<file path="config.mk">
export PLATFORM = sky130hd
export DESIGN_NAME = spi_cmd_ctrl
export DESIGN_NICKNAME = d
export VERILOG_FILES = /design/src/rtl/spi_cmd_ctrl.sv
export SDC_FILE = /design/constraint.sdc
export NUM_CORES = 1
export LEC_CHECK = 0
export CAP_MARGIN = 5
export CORE_MARGIN = 4
export CORE_UTILIZATION = 28
export CTS_BUF_LIST = sky130_fd_sc_hd__clkbuf_16
export CTS_CLUSTER_SIZE = 24
export DETAILED_ROUTE_END_ITERATION = 10
export HOLD_SLACK_MARGIN = 0.12
export PLACE_DENSITY_LB_ADDON = 0.15
export SLEW_MARGIN = 10
export SYNTH_ARGS = -nofsm -noshare
export SYNTH_HDL_FRONTEND = slang
export SYNTH_SLANG_ARGS = --single-unit
</file>
<file path="constraint.sdc">
create_clock -name Clk -period 6.4 [get_ports Clk]
set_input_delay 1.28 -clock Clk [delete_from_list [all_inputs] [get_ports Clk]]
set_output_delay 1.28 -clock Clk [all_outputs]
set_load 0.02 [all_outputs]
</file>
<file path="src/rtl/spi_cmd_ctrl.sv">
// rtl/spi_cmd_ctrl.sv - SPI command sequencer: VRAM streaming writes and control-register writes
// Ports:
//   Clk, Reset          system clock, async active-high reset
//   CSel, RecvByte      raw chip select (active-low) and byte-done level from the SPI receiver
//   DataIn              received byte, stable while RecvByte is being resynchronised
//   MemAddr/MemData     VRAM write address/data (FIFO head)
//   MemWe, MemReady     VRAM write valid/ready handshake
//   RegAddr/RegData     control register address/data
//   RegWe               one-cycle control register write strobe
//   Overflow            sticky VRAM byte-dropped flag, cleared on frame start
//   Busy                frame in progress or FIFO not yet drained
module spi_cmd_ctrl #(
  parameter int ADDR_W     = 16,
  parameter int FIFO_DEPTH = 4,
  parameter int REG_ADDR_W = 4
) (
  input  logic                  Clk,
  input  logic                  Reset,
  input  logic                  CSel,
  input  logic                  RecvByte,
  input  logic [7:0]            DataIn,
  output logic [ADDR_W-1:0]     MemAddr,
  output logic [7:0]            MemData,
  output logic                  MemWe,
  input  logic                  MemReady,
  output logic [REG_ADDR_W-1:0] RegAddr,
  output logic [7:0]            RegData,
  output logic                  RegWe,
  output logic                  Overflow,
  output logic                  Busy
);

  localparam int ADDR_BYTES = (ADDR_W + 7) / 8;
  localparam int PTR_W      = $clog2(FIFO_DEPTH);
  localparam logic [3:0] LAST_ADDR_BYTE = 4'(ADDR_BYTES - 1);

  typedef enum logic [2:0] {
    S_IDLE, S_CMD, S_ADDR, S_DATA, S_RADDR, S_RDATA, S_DISCARD
  } state_t;

  state_t state_q, state_d;

  // Two synchroniser flops plus one history flop for edge detection.
  logic [2:0] csel_q;
  logic [2:0] recv_q;

  logic byte_stb, frame_start, frame_end, byte_ok;
  logic addr_shift, data_byte, reg_addr_ld, reg_wr;

  logic [ADDR_W-1:0]     addr_q;
  logic [ADDR_W+7:0]     addr_cat;
  logic [3:0]            cnt_q;
  logic [REG_ADDR_W-1:0] reg_addr_q;
  logic [7:0]            reg_data_q;
  logic                  reg_we_q;
  logic                  ovf_q;

  logic [ADDR_W+7:0] fifo_mem [FIFO_DEPTH];
  logic [PTR_W:0]    wr_ptr_q, rd_ptr_q;
  logic              fifo_empty, fifo_full, push, pop, drop;

  always_ff @(posedge Clk or posedge Reset) begin
    if (Reset) begin
      csel_q <= 3'b111;
      recv_q <= 3'b000;
    end else begin
      csel_q <= {csel_q[1:0], CSel};
      recv_q <= {recv_q[1:0], RecvByte};
    end
  end

  assign byte_stb    = recv_q[1] & ~recv_q[2];
  assign frame_start = ~csel_q[1] & csel_q[2];
  assign frame_end   = csel_q[1] & ~csel_q[2];
  // A byte coinciding with a chip-select edge belongs to no frame.
  assign byte_ok     = byte_stb & ~frame_start & ~frame_end;

  // State register
  always_ff @(posedge Clk or posedge Reset) begin
    if (Reset) state_q <= S_IDLE;
    else       state_q <= state_d;
  end

  // Next-state logic
  always_comb begin
    state_d = state_q;
    if (frame_end) begin
      state_d = S_IDLE;
    end else if (frame_start) begin
      state_d = S_CMD;
    end else if (byte_ok) begin
      case (state_q)
        S_CMD: begin
          if (DataIn == 8'h01)      state_d = S_ADDR;
          else if (DataIn == 8'h02) state_d = S_RADDR;
          else                      state_d = S_DISCARD;
        end
        S_ADDR:  if (cnt_q == LAST_ADDR_BYTE) state_d = S_DATA;
        S_RADDR: state_d = S_RDATA;
        S_RDATA: state_d = S_DISCARD;
        default: state_d = state_q;
      endcase
    end
  end

  // Output/action decode
  always_comb begin
    addr_shift  = 1'b0;
    data_byte   = 1'b0;
    reg_addr_ld = 1'b0;
    reg_wr      = 1'b0;
    case (state_q)
      S_ADDR:  addr_shift  = byte_ok;
      S_DATA:  data_byte   = byte_ok;
      S_RADDR: reg_addr_ld = byte_ok;
      S_RDATA: reg_wr      = byte_ok;
      default: ;
    endcase
  end

  assign fifo_empty = (wr_ptr_q == rd_ptr_q);
  assign fifo_full  = (wr_ptr_q[PTR_W] != rd_ptr_q[PTR_W]) &&
                      (wr_ptr_q[PTR_W-1:0] == rd_ptr_q[PTR_W-1:0]);
  assign pop  = ~fifo_empty & MemReady;
  // A pop in the same cycle frees the slot, so a full FIFO still accepts.
  assign push = data_byte & (~fifo_full | pop);
  assign drop = data_byte & fifo_full & ~pop;

  // Low ADDR_W bits of the shifted concatenation hold the MSB-first address.
  assign addr_cat = {addr_q, DataIn};

  always_ff @(posedge Clk or posedge Reset) begin
    if (Reset) begin
      addr_q     <= '0;
      cnt_q      <= '0;
      reg_addr_q <= '0;
      reg_data_q <= '0;
      reg_we_q   <= 1'b0;
      ovf_q      <= 1'b0;
      wr_ptr_q   <= '0;
      rd_ptr_q   <= '0;
    end else begin
      reg_we_q <= reg_wr;
      if (state_q == S_CMD)  cnt_q <= '0;
      else if (addr_shift)   cnt_q <= cnt_q + 4'd1;
      if (addr_shift)        addr_q <= addr_cat[ADDR_W-1:0];
      else if (data_byte)    addr_q <= addr_q + ADDR_W'(1);
      if (reg_addr_ld)       reg_addr_q <= DataIn[REG_ADDR_W-1:0];
      if (reg_wr)            reg_data_q <= DataIn;
      if (frame_start)       ovf_q <= 1'b0;
      else if (drop)         ovf_q <= 1'b1;
      if (push)              wr_ptr_q <= wr_ptr_q + (PTR_W+1)'(1);
      if (pop)               rd_ptr_q <= rd_ptr_q + (PTR_W+1)'(1);
    end
  end

  always_ff @(posedge Clk) begin
    if (push) fifo_mem[wr_ptr_q[PTR_W-1:0]] <= {addr_q, DataIn};
  end

  assign MemWe              = ~fifo_empty;
  assign {MemAddr, MemData} = fifo_empty ? '0 : fifo_mem[rd_ptr_q[PTR_W-1:0]];
  assign RegAddr            = reg_addr_q;
  assign RegData            = reg_data_q;
  assign RegWe              = reg_we_q;
  assign Overflow           = ovf_q;
  assign Busy               = (state_q != S_IDLE) | ~fifo_empty;

endmodule

</file>
==> metrics.sh <==
IOS=53
CTS_ROOT_BUFFER='sky130_fd_sc_hd__clkbuf_16'
PORT_BUFFERS=52
GRTUSAGEMET3_PCT=3.24
DIE-AREA_SQ_UM=24600
SYN_AVG_CELL_AREA_SQ_UM=15.6
DRIVE_GT1_SHARE_PCT=18.4
NUM-NETS-FINAL=478
SYNTH_WARNINGS=0
POSTSYNTH.TOPFLOPCELL='sky130_fd_sc_hd__edfxtp_1'
STATUS='finished clean'
FINAL_HOLD_VIOL_COUNT=0
SYNTHESIS.NETS=421
POSTSYNTH.ASYNCRESETSHARE_PCT=33.8
MET2_USAGE_PCT=20.7
INITIAL_ANTENNA_VIOLATION_COUNT=0
DRC_ERRORS=0
ANTENNA_VIOLATING_NETS_POST_ROUTE=0
SYNTH.YOSYS.SEQ_AREA_SHARE_PCT=66.2
DIE_HEIGHT_UM=157
INITIALDRTVIOLATIONCOUNT=187
ROWS=54
WORSTPATHMAXFANOUT=14
GLOBALROUTETOTALUTIL_PCT=12.3
START_UTIL_PCT=28.4
CTS_RESIZED=0
CAP_VIOL_MAX_COUNT=0
DP_HPWL_UM=8930
TIMING.FINAL.CRIT_SHARE_PCT=67.4
SYNTH_CELL_TYPES=52
GRT_START_MAX_NET_PINS=50
DETAIL_ROUTE.FIRST_PASS.ITERATIONS=4
POST-ROUTE-UTIL_PCT=34.8
DIEWIDTH_UM=157
CLOCK_TREE_FROM_TRITONCTS='done'
FINALMAXSLEWVIOLATIONS=0
BUSIEST_GRT_LAYER='met2'
CTS_SETUP_BUFFERS=0
ROUTEDWLPERCELL_UM=19.0
FINAL_ROUTED_WIRELENGTH_ACROSS_ALL_METAL_LAYERS_UM=14200
SYNTH-EDFF-COUNT=96
DETAILROUTE.VIA_COUNT=3591
WORST_EP_REQUIRED_TIME_PS=5120
AREA_GROWTH_PCT=22.4
HOLD_PATH_CLASS='register to register'
CLK_PIN_SLEW_WORST_PATHS_PS=60
POWERDENSITY_nW_PER_UM2=459
FIN_CRIT_PS=4320
GRT_OVERFLOW=0
NUMPLACEDINSTANCES=716
WORST_SLEW_PIN_SLEW_PS=966
CLOCK-SKEW-FINAL_PS=12.3
CTS_MADE_BUFFERS=17
FILLCELLCOUNT=2112
IR_DROP_mV=0.177
FINALWEIGHTEDCONGESTION=0.796
H_TREE_LEVEL_COUNT=4
CLK_PATH_BUF_DEPTH=2
CLOCK-SINKS=145
TIMING_WORST_SETUP_PATH_TYPE='register to primary output'
FINALSETUPTNS_PS=0
GRT_PASS1_WL_UM=22800
SLEW_HEADROOM_PCT=35.3
SYNTH-SEQ-CELLS=145
CLK-INSERTION-DELAY-LATE_PS=420
TIMING.FMAX_GHz=0.232
CRIT_ARRIVAL_PS=3040
LEAKAGE_uW=0.00272
CTS_HOLD_REPAIR.BUFFERS=0
GRT_USE_MET1_PCT=15.7
FINAL_CELL_COUNT_NO_FILL=749
PLACEMENT.SETUP.WORST_SLACK_PS=2410
SYNTHCELLS=398
POST_DRT_VIA_CELL_RATIO=4.79
TYPE_OF_DESTINATION_OF_THE_CRITICAL_PATH='primary output'
CORE_AREA_SQ_UM=21800
TIMING.CRITICAL_PATH.FROM_TYPE='register'
POSTLAYOUTSETUPSLACKWORST_PS=2080
FINALSETUPVIOLCOUNT=0
SYNTH_AREA_SQ_UM=6210
NUMBER_OF_GLOBAL_ROUTE_VIAS_BEFORE_REPAIR=3941
UNREPAIRED_SETUP_ENDPOINTS_AFTER_GLOBAL_ROUTING='no'
kinds of logic (layout without fill, tap and decap cells):
kind of cell / count (synthesis) / in the layout / share of synthesized area (%)
flip-flops: 145 / 145 / 66.2
AND/OR/NAND/NOR: 116 / 116 / 10.7
AO/OA/AOI/OAI: 45 / 45 / 4.96
multiplexers: 42 / 42 / 12.5
buffers and inverters: 30 / 100 / 2.16
adder cells (fa/ha/maj): 10 / 10 / 2.02
XOR/XNOR: 10 / 10 / 1.41
other: 0 / 1 / 0
flip-flops by register name (all words and copies together) (netlist names):
name and flops:
RegAddr 4, fifo_mem 96, rd_ptr_q 3, wr_ptr_q 3
csel_q 3, addr_q 16, RegWe 1, recv_q 3
Overflow 1, RegData 8, state_q 3, cnt_q 4
worst max-delay path: stages (launching register included):
cell and delay, ps:
sky130_fd_sc_hd__dfrtp_1 820, sky130_fd_sc_hd__xnor2_1 200, sky130_fd_sc_hd__nand3b_1 420, sky130_fd_sc_hd__or4_1 590
sky130_fd_sc_hd__clkdlybuf4s50_1 580
path summary, 6_finish.rpt:
path	endpoint	start	slack (ps)	depth (start not counted)
max in group asynchronous	rd_ptr_q[2]	Reset	4570	3
hold reg to reg	recv_q[1]	recv_q[0]	350	0
min in group asynchronous	RegWe	Reset	1370	3
setup reg to reg	fifo_mem[0][8]	csel_q[1]	3030	6
hold / removal	recv_q[1]	recv_q[0]	350	0
setup / recovery	Busy	rd_ptr_q[0]	2080	4
synth_stat cells (4+ instances only):
master | instances | area share (%)
sky130_fd_sc_hd__ha_1 | 10 | 2.0
sky130_fd_sc_hd__mux4_2 | 24 | 8.7
sky130_fd_sc_hd__nand3_1 | 11 | 0.89
sky130_fd_sc_hd__a21oi_1 | 8 | 0.64
sky130_fd_sc_hd__mux2_2 | 4 | 0.73
sky130_fd_sc_hd__o21ai_0 | 9 | 0.73
sky130_fd_sc_hd__clkbuf_1 | 13 | 0.79
sky130_fd_sc_hd__and2_1 | 27 | 2.7
sky130_fd_sc_hd__xor2_1 | 4 | 0.56
sky130_fd_sc_hd__nor3_1 | 12 | 0.97
sky130_fd_sc_hd__dfrtp_1 | 46 | 19
sky130_fd_sc_hd__a211oi_1 | 4 | 0.48
sky130_fd_sc_hd__o22ai_1 | 7 | 0.71
sky130_fd_sc_hd__xnor2_1 | 6 | 0.85
sky130_fd_sc_hd__nand2_1 | 12 | 0.73
sky130_fd_sc_hd__mux2_4 | 10 | 2.4
sky130_fd_sc_hd__buf_2 | 5 | 0.40
sky130_fd_sc_hd__mux2i_1 | 4 | 0.64
sky130_fd_sc_hd__edfxtp_1 | 96 | 46
sky130_fd_sc_hd__nor2_1 | 21 | 1.3
sky130_fd_sc_hd__inv_1 | 10 | 0.60
sky130_fd_sc_hd__and4_1 | 6 | 0.85
final cells by class:
cell class	instances	area [sq um]	area share [%]
sequential	145	4110	54.1
multi-input combinational	223	1970	25.9
timing repair buffer	58	566	7.44
clock buffer	17	425	5.60
tap	280	350	4.61
clock inverter	15	134	1.76
inverter	10	37.5	0.494
antenna	1	2.50	0.0329
per-stage QoR:
step           total power [uW]  hold WS [ps]  cell area (sq um)
3_3_place_gp               2590           335               7040
2_1_floorplan              2070           331               6210
5_1_grt                    3690           355               7600
3_5_place_dp               2590           341               7040
4_1_cts                    3550           354               7600
6_report                   3490           348               7600
report_power, final:
| part | internal (uW) | switching [uW] | total [uW] |
|---|---|---|---|
| logic | 626 | 579 | 1210 |
| registers | 1150 | 193 | 1340 |
| clock network | 565 | 375 | 940 |
| total | 2340 | 1150 | 3490 |
metal layers:
metal	routed length [um]	up-vias	part of all wire [%]
li1	-	1654	-
met1	6460	1857	45
met2	7070	64	50
met3	493	16	3.5
met4	216	0	1.5
met5	0	-	0
placed cells by master, fill, tap and decap left out, types with 3 or more instances in the layout:
cell type                          n
sky130_fd_sc_hd__a21oi_1           8
sky130_fd_sc_hd__and2_2            3
sky130_fd_sc_hd__inv_1            14
sky130_fd_sc_hd__ha_1             10
sky130_fd_sc_hd__and3_1            3
sky130_fd_sc_hd__a311oi_1          3
sky130_fd_sc_hd__nor3_1           12
sky130_fd_sc_hd__and2_1           24
sky130_fd_sc_hd__xor2_1            4
sky130_fd_sc_hd__o22ai_1           7
sky130_fd_sc_hd__xnor2_1           6
sky130_fd_sc_hd__a221oi_1          3
sky130_fd_sc_hd__mux4_2           24
sky130_fd_sc_hd__buf_4             6
sky130_fd_sc_hd__clkinv_2          3
sky130_fd_sc_hd__dfrtp_1          46
sky130_fd_sc_hd__mux2i_1           4
sky130_fd_sc_hd__nand2b_1          3
sky130_fd_sc_hd__nand4_1           3
sky130_fd_sc_hd__dfstp_2           3
sky130_fd_sc_hd__nand2_1          12
sky130_fd_sc_hd__clkbuf_16        17
sky130_fd_sc_hd__mux2_4           10
sky130_fd_sc_hd__nor4_1            3
sky130_fd_sc_hd__clkinvlp_4        3
sky130_fd_sc_hd__edfxtp_1         96
sky130_fd_sc_hd__and4_1            6
sky130_fd_sc_hd__o21ai_0           9
sky130_fd_sc_hd__a211oi_1          4
sky130_fd_sc_hd__nor2_1           21
sky130_fd_sc_hd__clkdlybuf4s50_1  52
sky130_fd_sc_hd__mux2_2            4
sky130_fd_sc_hd__nand3_1          11
Note: power is estimated with default switching activity, not from simulation.
